$ cat config.mk
export PLATFORM = sky130hd
export DESIGN_NAME = snake_game_fsm
export DESIGN_NICKNAME = d
export VERILOG_FILES = /design/src/rtl/snake_game_fsm.sv
export SDC_FILE = /design/constraint.sdc
export NUM_CORES = 1
export LEC_CHECK = 0
export ABC_AREA = 1
export CORE_UTILIZATION = 30
export DETAILED_ROUTE_END_ITERATION = 12
export MAX_ROUTING_LAYER = met4
export PLACE_DENSITY = 0.44
export SLEW_MARGIN = 30
export SYNTH_ARGS = -nofsm -noshare
export SYNTH_HDL_FRONTEND = slang
export SYNTH_SLANG_ARGS = --single-unit
$ cat constraint.sdc
create_clock -name clk -period 4.9 [get_ports clk]
set_input_delay 1.47 -clock clk [delete_from_list [all_inputs] [get_ports clk]]
set_output_delay 1.47 -clock clk [all_outputs]
set_load 0.005 [all_outputs]
$ cat src/rtl/snake_game_fsm.sv
`default_nettype none
// ---------------------------------------------------------------------------
// snake_game_fsm : game sequencer - move tick, heading arbitration, score/length
// Rev 1.0
// ---------------------------------------------------------------------------
module snake_game_fsm #(
  parameter int TICK_DIV = 1_000_000,
  parameter int MAX_LEN  = 50
) (
  input  logic       clk,
  input  logic       nRst,
  input  logic       goodColl,
  input  logic       badColl,
  input  logic       button,
  input  logic [3:0] direction,
  output logic [1:0] state,
  output logic       move_tick,
  output logic [3:0] dir_q,
  output logic [6:0] length,
  output logic [7:0] score,
  output logic       grow,
  output logic       win
);

  localparam int            CW     = $clog2(TICK_DIV);
  localparam logic [CW-1:0] C_LAST = CW'(TICK_DIV - 1);
  localparam logic [6:0]    C_MAX  = 7'(MAX_LEN);

  typedef enum logic [1:0] {
    S_IDLE  = 2'b00,
    S_RUN   = 2'b01,
    S_PAUSE = 2'b10,
    S_OVER  = 2'b11
  } state_t;

  state_t        r_state;
  logic [CW-1:0] r_cnt;
  logic [3:0]    r_pending;

  logic       w_onehot;
  logic [3:0] w_opposite;
  logic       w_dir_ok;
  logic [3:0] w_next_pend;
  logic [6:0] w_len_inc;
  logic       w_leave_run;

  assign state       = r_state;
  assign w_onehot    = (direction != 4'b0000) && ((direction & (direction - 4'd1)) == 4'b0000);
  // swap up<->down and left<->right
  assign w_opposite  = {dir_q[2], dir_q[3], dir_q[0], dir_q[1]};
  assign w_dir_ok    = w_onehot && (direction != dir_q) && (direction != w_opposite);
  assign w_next_pend = w_dir_ok ? direction : r_pending;
  assign w_len_inc   = length + 7'd1;
  assign w_leave_run = badColl || (goodColl && (w_len_inc == C_MAX)) || (!goodColl && button);

  always_ff @(posedge clk or negedge nRst) begin
    if (!nRst) begin
      r_state   <= S_IDLE;
      r_cnt     <= '0;
      r_pending <= 4'b0001;
      move_tick <= 1'b0;
      dir_q     <= 4'b0001;
      length    <= 7'd2;
      score     <= 8'd0;
      grow      <= 1'b0;
      win       <= 1'b0;
    end else begin
      move_tick <= 1'b0;
      grow      <= 1'b0;
      case (r_state)
        S_IDLE: begin
          if (button) begin
            r_state   <= S_RUN;
            r_cnt     <= '0;
            r_pending <= 4'b0001;
            dir_q     <= 4'b0001;
            length    <= 7'd2;
            score     <= 8'd0;
            win       <= 1'b0;
          end
        end
        S_RUN: begin
          if (badColl) begin
            r_state <= S_OVER;
            win     <= 1'b0;
          end else if (goodColl) begin
            score  <= score + 8'd1;
            length <= w_len_inc;
            grow   <= 1'b1;
            if (w_len_inc == C_MAX) begin
              r_state <= S_OVER;
              win     <= 1'b1;
            end
          end else if (button) begin
            r_state <= S_PAUSE;
          end

          // A tick due in a cycle that leaves RUN is held until counting resumes
          if (!w_leave_run) begin
            r_pending <= w_next_pend;
            if (r_cnt == C_LAST) begin
              r_cnt     <= '0;
              move_tick <= 1'b1;
              dir_q     <= w_next_pend;
            end else begin
              r_cnt <= r_cnt + CW'(1);
            end
          end else if (r_cnt != C_LAST) begin
            r_cnt <= r_cnt + CW'(1);
          end
        end
        S_PAUSE: begin
          if (button) r_state <= S_RUN;
        end
        S_OVER: begin
          if (button) r_state <= S_IDLE;
        end
        default: r_state <= S_IDLE;
      endcase
    end
  end

endmodule
`default_nettype wire

==> results.sh, run 1 <==
export IMPL_first_pass_grt_wire_length_um=12100
export IMPL_worstReg2RegEnd="r_cnt[10]$_DFFE_PN0P_"
export IMPL_grt_max_degree=36
export IMPL_tritoncts_num_buffers=5
export IMPL_synth_area_leader_cell="sky130_fd_sc_hd__dfrtp_1"
export IMPL_die_x_um=100
export IMPL_netlist_area_mm2=0.00289
export IMPL_synthTopCellsByArea="sky130_fd_sc_hd__dfrtp_1 (39%), sky130_fd_sc_hd__nand2_1 (14%), sky130_fd_sc_hd__nand3_1 (6.4%)"
export IMPL_antenna_left=0
export IMPL_antennaDiodeCount=0
export IMPL_cts_repair_resize_count=0
export IMPL_crit_fanout=21
export IMPL_vertical_extent_of_the_die_um=100
export IMPL_hpwlAfterDp_um=5050
export IMPL_synth_distinct_cells=35
export IMPL_global_route_usage_total=0.157
export IMPL_hold_start="dir_q[0]$_DFFE_PN1P_"
export IMPL_outcome="finished clean"
export IMPL_detailroute_via_count=2555
export IMPL_worst_slew_pin_transition_ns=0.897
export IMPL_worst_r2r_path_depth=13
export IMPL_synth_cells_most_frequent="sky130_fd_sc_hd__nand2_1 (111), sky130_fd_sc_hd__dfrtp_1 (45), sky130_fd_sc_hd__nor2_1 (45)"
export IMPL_destination_of_the_worst_hold_path="dir_q[0]$_DFFE_PN1P_"
export IMPL_floorplan_io_pins=33
export IMPL_finalSetupViolCount=0
export IMPL_cp_buffers_inverters=2
export IMPL_wl_per_cell_um=12.3
export IMPL_clk_pin_slew_worst_paths_ns=0.10
export IMPL_clock_insertion_delay_at_the_later_pin_of_the_skew_report_ns=0.31
export IMPL_initialDrtViolationCount=126
export IMPL_synthArstFlopShare=1.00
export IMPL_power_density_mw_per_mm2=467
export IMPL_worst_endpoint_arrival_ns=3.52
export IMPL_synth_ff_type="sky130_fd_sc_hd__dfrtp_1"
export IMPL_timing_clock_skew_ns=0.0115
export IMPL_synth_most_common_cell="sky130_fd_sc_hd__nand2_1"
export IMPL_min_path_type="flop to flop"
export IMPL_grt_remaining_overflow=0
export IMPL_fmax_ghz=0.306
export IMPL_hold_viol_final=0
export IMPL_power_ir_vdd_worst_uv=175
export IMPL_layout_area_overhead_vs_synth_pct=20.1
export IMPL_leakagePower_nw=1.52
export IMPL_critical_path_slowest_cell="sky130_fd_sc_hd__o21bai_2"
export IMPL_worst_path_dominant_cell_family="compound AO/OA/AOI/OAI gates"
export IMPL_place_congestion=0.771
export IMPL_postSynthCellCount=391
export IMPL_total_power_mw=1.62
export IMPL_finalCriticalPeriod_ns=3.27
export IMPL_worstSetupStartpointType="input port"
export IMPL_synth_top_cell_area_share=0.389
export IMPL_worstSetupPathType="input port to flop"
export IMPL_place_area_mm2=0.00336
export IMPL_crit_path_cell_trace="clkdlybuf4s50_1 > inv_1 > a21oi_1 > or2_1 > nand3_4 > o21bai_2 > nand2_1 > o21ai_2"
export IMPL_max_clock_path_buffers=2
export IMPL_tritoncts="built"
export IMPL_synth_net_count=404
export IMPL_synth_yosys_warnings=0
export IMPL_synth_enable_flop_cells=0
export IMPL_worst_ep_required_time_ns=5.15
export IMPL_average_size_of_a_mapped_cell_um2=7.40
export IMPL_layout_drive_gt1_share=0.0839
export IMPL_die_area_mm2=0.0100
export IMPL_cts_setup_buffers=0
export IMPL_placeable_core_region_mm2=0.00928
export IMPL_yosys_register_bits=48
export IMPL_cts_hold_buffers=0
export IMPL_final_design_area_no_fill_mm2=0.00347
export IMPL_crit_path_max_incr_delay_ns=0.71
export IMPL_cts_htree_levels=2
export IMPL_worstSetupEndpointType="flop"
export IMPL_route_final_wire_length_um=6860
export IMPL_fill_cell_count=1028
export IMPL_r2r_slack_ns=2.22
export IMPL_buffer_ports_inserted=32
export IMPL_register_area_mm2=0.00120
export IMPL_avgViaCountPerCell=4.58
export IMPL_rows=35
export IMPL_slew_violations=0
export IMPL_initial_core_utilization=0.311
export IMPL_rr_startpoint="length[1]$_DFFE_PN1P_"
export IMPL_final_setup_tns_ns=0
export IMPL_max_slew_margin=0.401
export IMPL_drv_max_cap_violation_count=0
export IMPL_finalCritPeriodShare=0.668
export IMPL_grt_pass1_vias=2493
export IMPL_rsz_0062_raised_after_global_routing="false"
export IMPL_antenna_violations_before_repair=0
export IMPL_hold_path_depth=2
export IMPL_finalNetCount=441
export IMPL_cts_root_buffer="sky130_fd_sc_hd__clkbuf_8"
export IMPL_multi_input_area_mm2=0.00149
export IMPL_drc_errors=0
export IMPL_drt_pass1_iterations=4
export IMPL_yosysSeqAreaShare=0.417
export IMPL_clock_sinks=48
==> worst max path at each step <==
stage	start	endpoint	slack [ns]	cells past startpoint
6_report	goodColl	r_cnt[10]$_DFFE_PN0P_	1.63	8
4_1_cts	goodColl	r_cnt[10]$_DFFE_PN0P_	1.58	8
5_1_grt	badColl	r_cnt[7]$_DFFE_PN0P_	1.36	8
2_1_floorplan	button	r_cnt[10]$_DFFE_PN0P_	2.32	9
3_3_place_gp	badColl	r_cnt[18]$_DFFE_PN0P_	1.29	7
3_5_place_dp	goodColl	r_cnt[18]$_DFFE_PN0P_	1.23	7
==> metrics by stage <==
| step | util | std cells | hold slack, ns | setup slack [ns] |
|---|---|---|---|---|
| after global routing | 0.374 | 558 | 0.514 | 1.36 |
| after floorplan | - | 391 | 0.453 | 2.32 |
| after CTS | 0.374 | 558 | 0.492 | 1.58 |
| final | 0.374 | 558 | 0.485 | 1.63 |
| after global placement | 0.362 | 550 | 0.468 | 1.29 |
| after detailed placement | 0.362 | 550 | 0.476 | 1.23 |
==> routing by layer <==
| layer | global-route usage | vias up | share of wire |
|---|---|---|---|
| met5 | - | - | 0 |
| met1 | 0.209 | 1167 | 0.51 |
| li1 | - | 1343 | - |
| met4 | 0.0412 | 0 | 0.0055 |
| met3 | 0.0258 | 2 | 0.034 |
| met2 | 0.248 | 43 | 0.46 |
==> worst min-delay path, stage by stage, from the launching register on <==
cell and delay (ns):
sky130_fd_sc_hd__dfstp_2 0.40, sky130_fd_sc_hd__inv_1 0.05, sky130_fd_sc_hd__a21oi_1 0.05
==> final cells by class <==
| cell class | instances | share of cell area |
|---|---|---|
| tap | 129 | 0.0465 |
| timing repair buffer | 33 | 0.0930 |
| clock inverter | 3 | 0.0133 |
| multi-input combinational | 293 | 0.430 |
| sequential | 48 | 0.347 |
| clock buffer | 5 | 0.0198 |
| inverter | 47 | 0.0508 |
==> cell families after synthesis <==
kind of cell | Yosys count | synth area share
simple gates | 221 | 0.343
compound gates | 53 | 0.110
buf+inv | 50 | 0.0675
flops | 48 | 0.417
xor+xnor | 15 | 0.0454
fa+ha+maj | 4 | 0.0173
==> report_power, final <==
group          internal, mW  switching, mW
clock                 0.154          0.149
combinational         0.260          0.410
sequential            0.508          0.142
==> registers in the layout, indices dropped and copies added (netlist names), 2 cells and up <==
signal,cells
state,2
score,8
r_cnt,20
dir_q,4
length,7
r_pending,4
==> layout by cell type, fill, tap and decap left out, types with 2 or more instances in the layout <==
master                            count
sky130_fd_sc_hd__xnor2_1              3
sky130_fd_sc_hd__ha_1                 4
sky130_fd_sc_hd__o22ai_1              5
sky130_fd_sc_hd__nor3_2               3
sky130_fd_sc_hd__dfstp_2              3
sky130_fd_sc_hd__nand2_2              4
sky130_fd_sc_hd__o21ai_1              4
sky130_fd_sc_hd__nand4_1              8
sky130_fd_sc_hd__dfrtp_1             45
sky130_fd_sc_hd__nand2_1            111
sky130_fd_sc_hd__clkbuf_8             5
sky130_fd_sc_hd__o21ai_0             19
sky130_fd_sc_hd__o21ai_2              8
sky130_fd_sc_hd__nand3_1             37
sky130_fd_sc_hd__nor3_1               4
sky130_fd_sc_hd__nor2_1              45
sky130_fd_sc_hd__inv_2                2
sky130_fd_sc_hd__inv_1               44
sky130_fd_sc_hd__clkdlybuf4s50_1     31
sky130_fd_sc_hd__xor2_1              12
sky130_fd_sc_hd__a21oi_1             12
sky130_fd_sc_hd__nor2_8               2
Note: power is estimated with default switching activity, not from simulation.
==> run 2: changes to the inputs <==
PLACE_DENSITY = 0.46   (was 0.44)
clock period = 2.7 ns   (was 4.9 ns; I/O delays follow)
==> results.sh, run 2 (synthesis results as in run 1) <==
export IMPL_outcome="finished clean"
export IMPL_tritoncts="built"
export IMPL_cts_htree_levels=2
export IMPL_worstReg2RegEnd="r_cnt[2]$_DFFE_PN0P_"
export IMPL_final_util=0.377
export IMPL_worst_endpoint_arrival_ns=2.52
export IMPL_grt_remaining_overflow=0
export IMPL_rows=35
export IMPL_largest_register_ff_count=20
export IMPL_cts_repair_resize_count=0
export IMPL_worst_slew_pin_transition_ns=0.442
export IMPL_leakagePower_nw=1.55
export IMPL_die_x_um=100
export IMPL_drt_pass1_iterations=4
export IMPL_detailroute_via_count=2584
export IMPL_finalCriticalPeriod_ns=2.30
export IMPL_layout_area_overhead_vs_synth_pct=21.0
export IMPL_clock_sinks=48
export IMPL_crit_path_max_incr_delay_ns=0.61
export IMPL_antenna_left=0
export IMPL_cts_hold_buffers=0
export IMPL_placeable_core_region_mm2=0.00928
export IMPL_wl_per_cell_um=12.2
export IMPL_drc_errors=0
export IMPL_vertical_extent_of_the_die_um=100
export IMPL_final_non_filler_cell_total=566
export IMPL_cpMostUsedCell="sky130_fd_sc_hd__nand2_1"
export IMPL_place_congestion=0.789
export IMPL_comb_power_share=0.443
export IMPL_fill_cell_count=1021
export IMPL_power_ir_vdd_worst_uv=329
export IMPL_hold_viol_final=0
export IMPL_layout_drive_gt1_share=0.0961
export IMPL_critical_path_slowest_cell="sky130_fd_sc_hd__dfstp_2"
export IMPL_grt_pass1_vias=2523
export IMPL_internal_power_mw=1.63
export IMPL_floorplan_io_pins=33
export IMPL_rsz_0062_raised_after_global_routing="false"
export IMPL_registers_top_by_ff_count="r_cnt"
export IMPL_initialDrtViolationCount=73
export IMPL_die_area_mm2=0.0100
export IMPL_antenna_violations_before_repair=0
export IMPL_grt_max_degree=22
export IMPL_switching_part_of_the_total=0.437
export IMPL_worstSetupEndpointType="flop"
export IMPL_drv_max_cap_violation_count=0
export IMPL_power_density_mw_per_mm2=826
export IMPL_crit_fanout=21
export IMPL_avgViaCountPerCell=4.57
export IMPL_rr_startpoint="length[1]$_DFFE_PN1P_"
export IMPL_global_route_usage_total=0.157
export IMPL_max_slew_margin=0.703
export IMPL_initial_core_utilization=0.311
export IMPL_min_path_type="input port to async pin"
export IMPL_tritoncts_num_buffers=5
export IMPL_final_setup_tns_ns=0
export IMPL_cts_root_buffer="sky130_fd_sc_hd__clkbuf_8"
export IMPL_clock_power_share=0.149
export IMPL_most_used_cells_in_the_layout_excluding_fill_and_tap_cells="sky130_fd_sc_hd__nand2_1 (111), sky130_fd_sc_hd__nor2_1 (45), sky130_fd_sc_hd__dfrtp_1 (45)"
export IMPL_slew_violations=0
export IMPL_biggest_registers_after_layout="r_cnt: 20 flops, score: 8 flops, length: 7 flops"
export IMPL_power_sequential_fraction=0.408
export IMPL_crit_path_cell_trace="ha_1 > nand2_1 > nor2_1 > nand2_1 > nand2_1 > nand2_1 > nor2_1 > nand2_1 > nand2_2 > nand3_4 > o21bai_2 > buf_4 > nand2_1 > o21ai_2"
export IMPL_clock_insertion_delay_at_the_later_pin_of_the_skew_report_ns=0.30
export IMPL_timing_clock_skew_ns=0.00912
export IMPL_finalNetCount=449
export IMPL_r2r_slack_ns=0.40
export IMPL_antennaDiodeCount=0
export IMPL_finalSetupViolCount=0
export IMPL_fmax_ghz=0.436
export IMPL_hpwlAfterDp_um=5130
export IMPL_worst_ep_required_time_ns=2.93
export IMPL_worst_r2r_path_depth=14
export IMPL_max_clock_path_buffers=2
export IMPL_finalCritPeriodShare=0.850
export IMPL_worstSetupStartpointType="flop"
export IMPL_mostFrequentLayoutCell="sky130_fd_sc_hd__nand2_1"
export IMPL_clk_pin_slew_worst_paths_ns=0.10
export IMPL_buffer_ports_inserted=32
export IMPL_first_pass_grt_wire_length_um=12200
export IMPL_numPlacedInstances=558
export IMPL_route_final_wire_length_um=6910
export IMPL_worstSetupPathType="flop to flop"
export IMPL_net_switching_power_mw=1.26
export IMPL_cts_setup_buffers=0
## run 2: cell types whose count changed in the layout (fill, tap and decap cells not counted)
| cell | delta |
|---|---|
| sky130_fd_sc_hd__buf_4 | +8 |
| sky130_fd_sc_hd__bufinv_16 | -1 |
| sky130_fd_sc_hd__clkbuf_1 | +2 |
| sky130_fd_sc_hd__clkinv_2 | +1 |
| sky130_fd_sc_hd__clkinvlp_4 | -1 |
| sky130_fd_sc_hd__inv_6 | -1 |
## run 2: per-stage QoR
step	setup WS (ns)	area, um2	power, mW	hold WS (ns)
floorplan	0.749	2890	1.97	0.453
global placement	0.197	3420	2.47	0.468
detailed placement	0.185	3420	2.49	0.479
CTS	0.357	3500	2.94	0.448
global route	0.144	3500	3.16	0.468
finish	0.404	3500	2.89	0.438
## run 2: area by class of cell
type                            instances  area [um2]  share of cell area
Timing Repair Buffer                   41         383               0.109
Inverter                               47         176              0.0504
Tap cell                              129         161              0.0461
Multi-Input combinational cell        293        1490               0.426
Sequential cell                        48        1200               0.344
Clock inverter                          1        5.00             0.00143
Clock buffer                            7        76.3              0.0218
## run 2: worst max-delay path by stage
stage,depth (start not counted),startpoint,slack (ns),endpoint
6_report,14,length[1]$_DFFE_PN1P_,0.40,r_cnt[2]$_DFFE_PN0P_
5_1_grt,13,length[1]$_DFFE_PN1P_,0.14,r_cnt[1]$_DFFE_PN0P_
4_1_cts,13,length[1]$_DFFE_PN1P_,0.36,r_cnt[1]$_DFFE_PN0P_
3_5_place_dp,9,goodColl,0.19,r_cnt[2]$_DFFE_PN0P_
3_3_place_gp,7,button,0.20,length[6]$_DFFE_PN0P_
2_1_floorplan,13,length[1]$_DFFE_PN1P_,0.75,r_cnt[18]$_DFFE_PN0P_
## run 2: critical path, delay by kind of cell, from the launching register on
family | cells | cell delay, ns
flip-flops | 1 | 0.61
AND/OR/NAND/NOR | 10 | 0.93
buffers and inverters | 1 | 0.27
AO/OA/AOI/OAI | 2 | 0.19
adder cells (fa/ha/maj) | 1 | 0.21
## run 2: layer usage
layer | part of all wire | track usage | vias to the layer above | wire length (um)
li1 | - | - | 1358 | -
met4 | 0.010 | 0.0401 | 0 | 72
met5 | 0 | - | - | 0
met2 | 0.45 | 0.253 | 34 | 3130
met3 | 0.023 | 0.0216 | 4 | 159
met1 | 0.51 | 0.207 | 1188 | 3550
## run 2: power groups by stage
stage / combinational, mW / clock [mW] / sequential (mW)
6_report: 1.28 / 0.432 / 1.18
5_1_grt: 1.46 / 0.481 / 1.22
4_1_cts: 1.30 / 0.459 / 1.18
3_5_place_dp: 1.30 / 0 / 1.19
3_3_place_gp: 1.28 / 0 / 1.19
2_1_floorplan: 0.830 / 0 / 1.14
==> run 3: changes to the inputs <==
PLACE_DENSITY = 0.56   (was 0.46)
==> results.sh, run 3 (synthesis results as in run 1) <==
export IMPL_post_place_ws_ns=0.188
export IMPL_worst_ep_required_time_ns=2.94
export IMPL_fill_cell_count=983
export IMPL_global_route_usage_total=0.146
export IMPL_critical_path_slowest_cell="sky130_fd_sc_hd__dfstp_2"
export IMPL_worstSetupEndpointType="flop"
export IMPL_met2_wire_len_um=2920
export IMPL_worstSetupStartpointType="flop"
export IMPL_wl_met1_um=3100
export IMPL_worstSetupPathType="flop to flop"
export IMPL_most_used_cells_in_the_layout_excluding_fill_and_tap_cells="sky130_fd_sc_hd__nand2_1 (111), sky130_fd_sc_hd__nor2_1 (45), sky130_fd_sc_hd__dfrtp_1 (45)"
export IMPL_total_power_mw=3.00
export IMPL_min_path_type="input port to async pin"
export IMPL_timing_clock_skew_ns=0.00732
export IMPL_die_area_mm2=0.0100
export IMPL_cts_repair_resize_count=0
export IMPL_highest_signal_layer="met4"
export IMPL_antenna_left=0
export IMPL_grt_max_degree=22
export IMPL_antenna_violations_before_repair=0
export IMPL_buffer_ports_inserted=32
export IMPL_tritoncts="built"
export IMPL_crit_path_cell_trace="ha_1 > nand2_1 > nor2_1 > nand2_1 > nand2_1 > nand3_1 > nor2_1 > nand2_1 > nand4_1 > nand2_1 > inv_1 > nand3_1 > nand2_1"
export IMPL_die_x_um=100
export IMPL_place_area_mm2=0.00342
export IMPL_place_congestion=0.837
export IMPL_final_design_area_no_fill_mm2=0.00354
export IMPL_final_hold_worst_slack_ns=0.428
export IMPL_rsz_0062_raised_after_global_routing="false"
export IMPL_first_pass_grt_wire_length_um=11600
export IMPL_hpwlAfterDp_um=4780
export IMPL_grt_remaining_overflow=0
export IMPL_final_util=0.382
export IMPL_finalSetupViolCount=0
export IMPL_internal_power_mw=1.78
export IMPL_multi_input_area_mm2=0.00149
export IMPL_cpMostUsedCell="sky130_fd_sc_hd__nand2_1"
export IMPL_clock_sinks=48
export IMPL_rows=35
export IMPL_setup_slack_ns=0.453
export IMPL_finalCritPeriodShare=0.832
export IMPL_vertical_extent_of_the_die_um=100
export IMPL_registers_top_by_ff_count="r_cnt"
export IMPL_cts_hold_buffers=0
export IMPL_power_sequential_fraction=0.391
export IMPL_finalCriticalPeriod_ns=2.25
export IMPL_crit_path_max_incr_delay_ns=0.60
export IMPL_worst_endpoint_arrival_ns=2.49
export IMPL_route_final_wire_length_um=6260
export IMPL_max_clock_path_buffers=2
export IMPL_finalNetCount=449
export IMPL_hold_viol_final=0
export IMPL_met3WireLength_um=159
export IMPL_worst_slew_pin_transition_ns=0.448
export IMPL_floorplan_io_pins=33
export IMPL_grt_pass1_vias=2547
export IMPL_register_area_mm2=0.00120
export IMPL_antennaDiodeCount=0
export IMPL_initial_core_utilization=0.311
export IMPL_cts_htree_levels=2
export IMPL_clk_pin_slew_worst_paths_ns=0.09
export IMPL_max_slew_margin=0.699
export IMPL_numPlacedInstances=558
export IMPL_drc_errors=0
export IMPL_power_ir_vdd_worst_uv=365
export IMPL_final_non_filler_cell_total=566
export IMPL_biggest_registers_after_layout="r_cnt: 20 flops, score: 8 flops, length: 7 flops"
export IMPL_cts_root_buffer="sky130_fd_sc_hd__clkbuf_8"
export IMPL_power_density_mw_per_mm2=846
export IMPL_clock_insertion_delay_at_the_later_pin_of_the_skew_report_ns=0.30
export IMPL_comb_power_share=0.419
export IMPL_wl_per_cell_um=11.1
export IMPL_largest_register_ff_count=20
export IMPL_fmax_ghz=0.445
export IMPL_cts_setup_buffers=0
export IMPL_net_switching_power_mw=1.22
export IMPL_drv_max_cap_violation_count=0
export IMPL_layout_area_overhead_vs_synth_pct=22.5
export IMPL_clock_power_share=0.190
export IMPL_outcome="finished clean"
export IMPL_worst_path_dominant_cell_family="simple AND/OR/NAND/NOR gates"
export IMPL_detailroute_via_count=2556
export IMPL_switching_part_of_the_total=0.407
export IMPL_initialDrtViolationCount=71
export IMPL_tritoncts_num_buffers=5
export IMPL_slew_violations=0
export IMPL_layout_drive_gt1_share=0.101
export IMPL_final_setup_tns_ns=0
export IMPL_mostFrequentLayoutCell="sky130_fd_sc_hd__nand2_1"
export IMPL_drt_pass1_iterations=4
export IMPL_placeable_core_region_mm2=0.00928
export IMPL_crit_fanout=7
export IMPL_avgViaCountPerCell=4.52
export IMPL_leakagePower_nw=1.57
export IMPL_cp_buffers_inverters=1
[run 3: cell count changes in the layout (fill, tap and decap cells not counted), sizes merged]
cell | before | now
bufinv | 0 | 1
clkinv | 2 | 1
[run 3: power groups by stage]
stage | registers (mW) | logic (mW) | clock network, mW
final | 1.17 | 1.25 | 0.571
after global routing | 1.22 | 1.44 | 0.628
after CTS | 1.17 | 1.28 | 0.592
after detailed placement | 1.19 | 1.28 | 0
after global placement | 1.18 | 1.27 | 0
after floorplan | 1.14 | 0.830 | 0
[run 3: final timing paths]
path / end / slack (ns) / depth (start not counted) / from
min in group clk: dir_q[0]$_DFFE_PN1P_ / 0.49 / 2 / dir_q[0]$_DFFE_PN1P_
hold / removal: score[2]$_DFFE_PN0P_ / 0.43 / 1 / nRst
max in group asynchronous: dir_q[0]$_DFFE_PN1P_ / 1.62 / 2 / nRst
hold reg to reg: dir_q[0]$_DFFE_PN1P_ / 0.49 / 2 / dir_q[0]$_DFFE_PN1P_
setup reg to reg: r_cnt[1]$_DFFE_PN0P_ / 0.45 / 13 / length[1]$_DFFE_PN1P_
setup / recovery: r_cnt[1]$_DFFE_PN0P_ / 0.45 / 13 / length[1]$_DFFE_PN1P_
[run 3: cell type report]
| cell class | instances | area share |
|---|---|---|
| clock inverters | 1 | 0.00847 |
| inverters | 47 | 0.0498 |
| multi-input cells | 293 | 0.421 |
| flip-flops and latches | 48 | 0.340 |
| repair buffers | 41 | 0.108 |
| clock buffers | 7 | 0.0272 |
| well taps | 129 | 0.0456 |
[run 3: worst register-to-register path, cell delays in order, from the launching register on]
cell and delay, ns:
sky130_fd_sc_hd__dfstp_2 0.60, sky130_fd_sc_hd__ha_1 0.21, sky130_fd_sc_hd__nand2_1 0.11, sky130_fd_sc_hd__nor2_1 0.16
sky130_fd_sc_hd__nand2_1 0.07, sky130_fd_sc_hd__nand2_1 0.07, sky130_fd_sc_hd__nand3_1 0.07, sky130_fd_sc_hd__nor2_1 0.12
sky130_fd_sc_hd__nand2_1 0.14, sky130_fd_sc_hd__nand4_1 0.13, sky130_fd_sc_hd__nand2_1 0.17, sky130_fd_sc_hd__inv_1 0.20
sky130_fd_sc_hd__nand3_1 0.10, sky130_fd_sc_hd__nand2_1 0.07
[run 3: per-layer routing]
layer | vias up | track usage
met5 | - | -
met4 | 0 | 0.0468
met3 | 7 | 0.0244
met2 | 38 | 0.243
met1 | 1158 | 0.180
li1 | 1353 | -
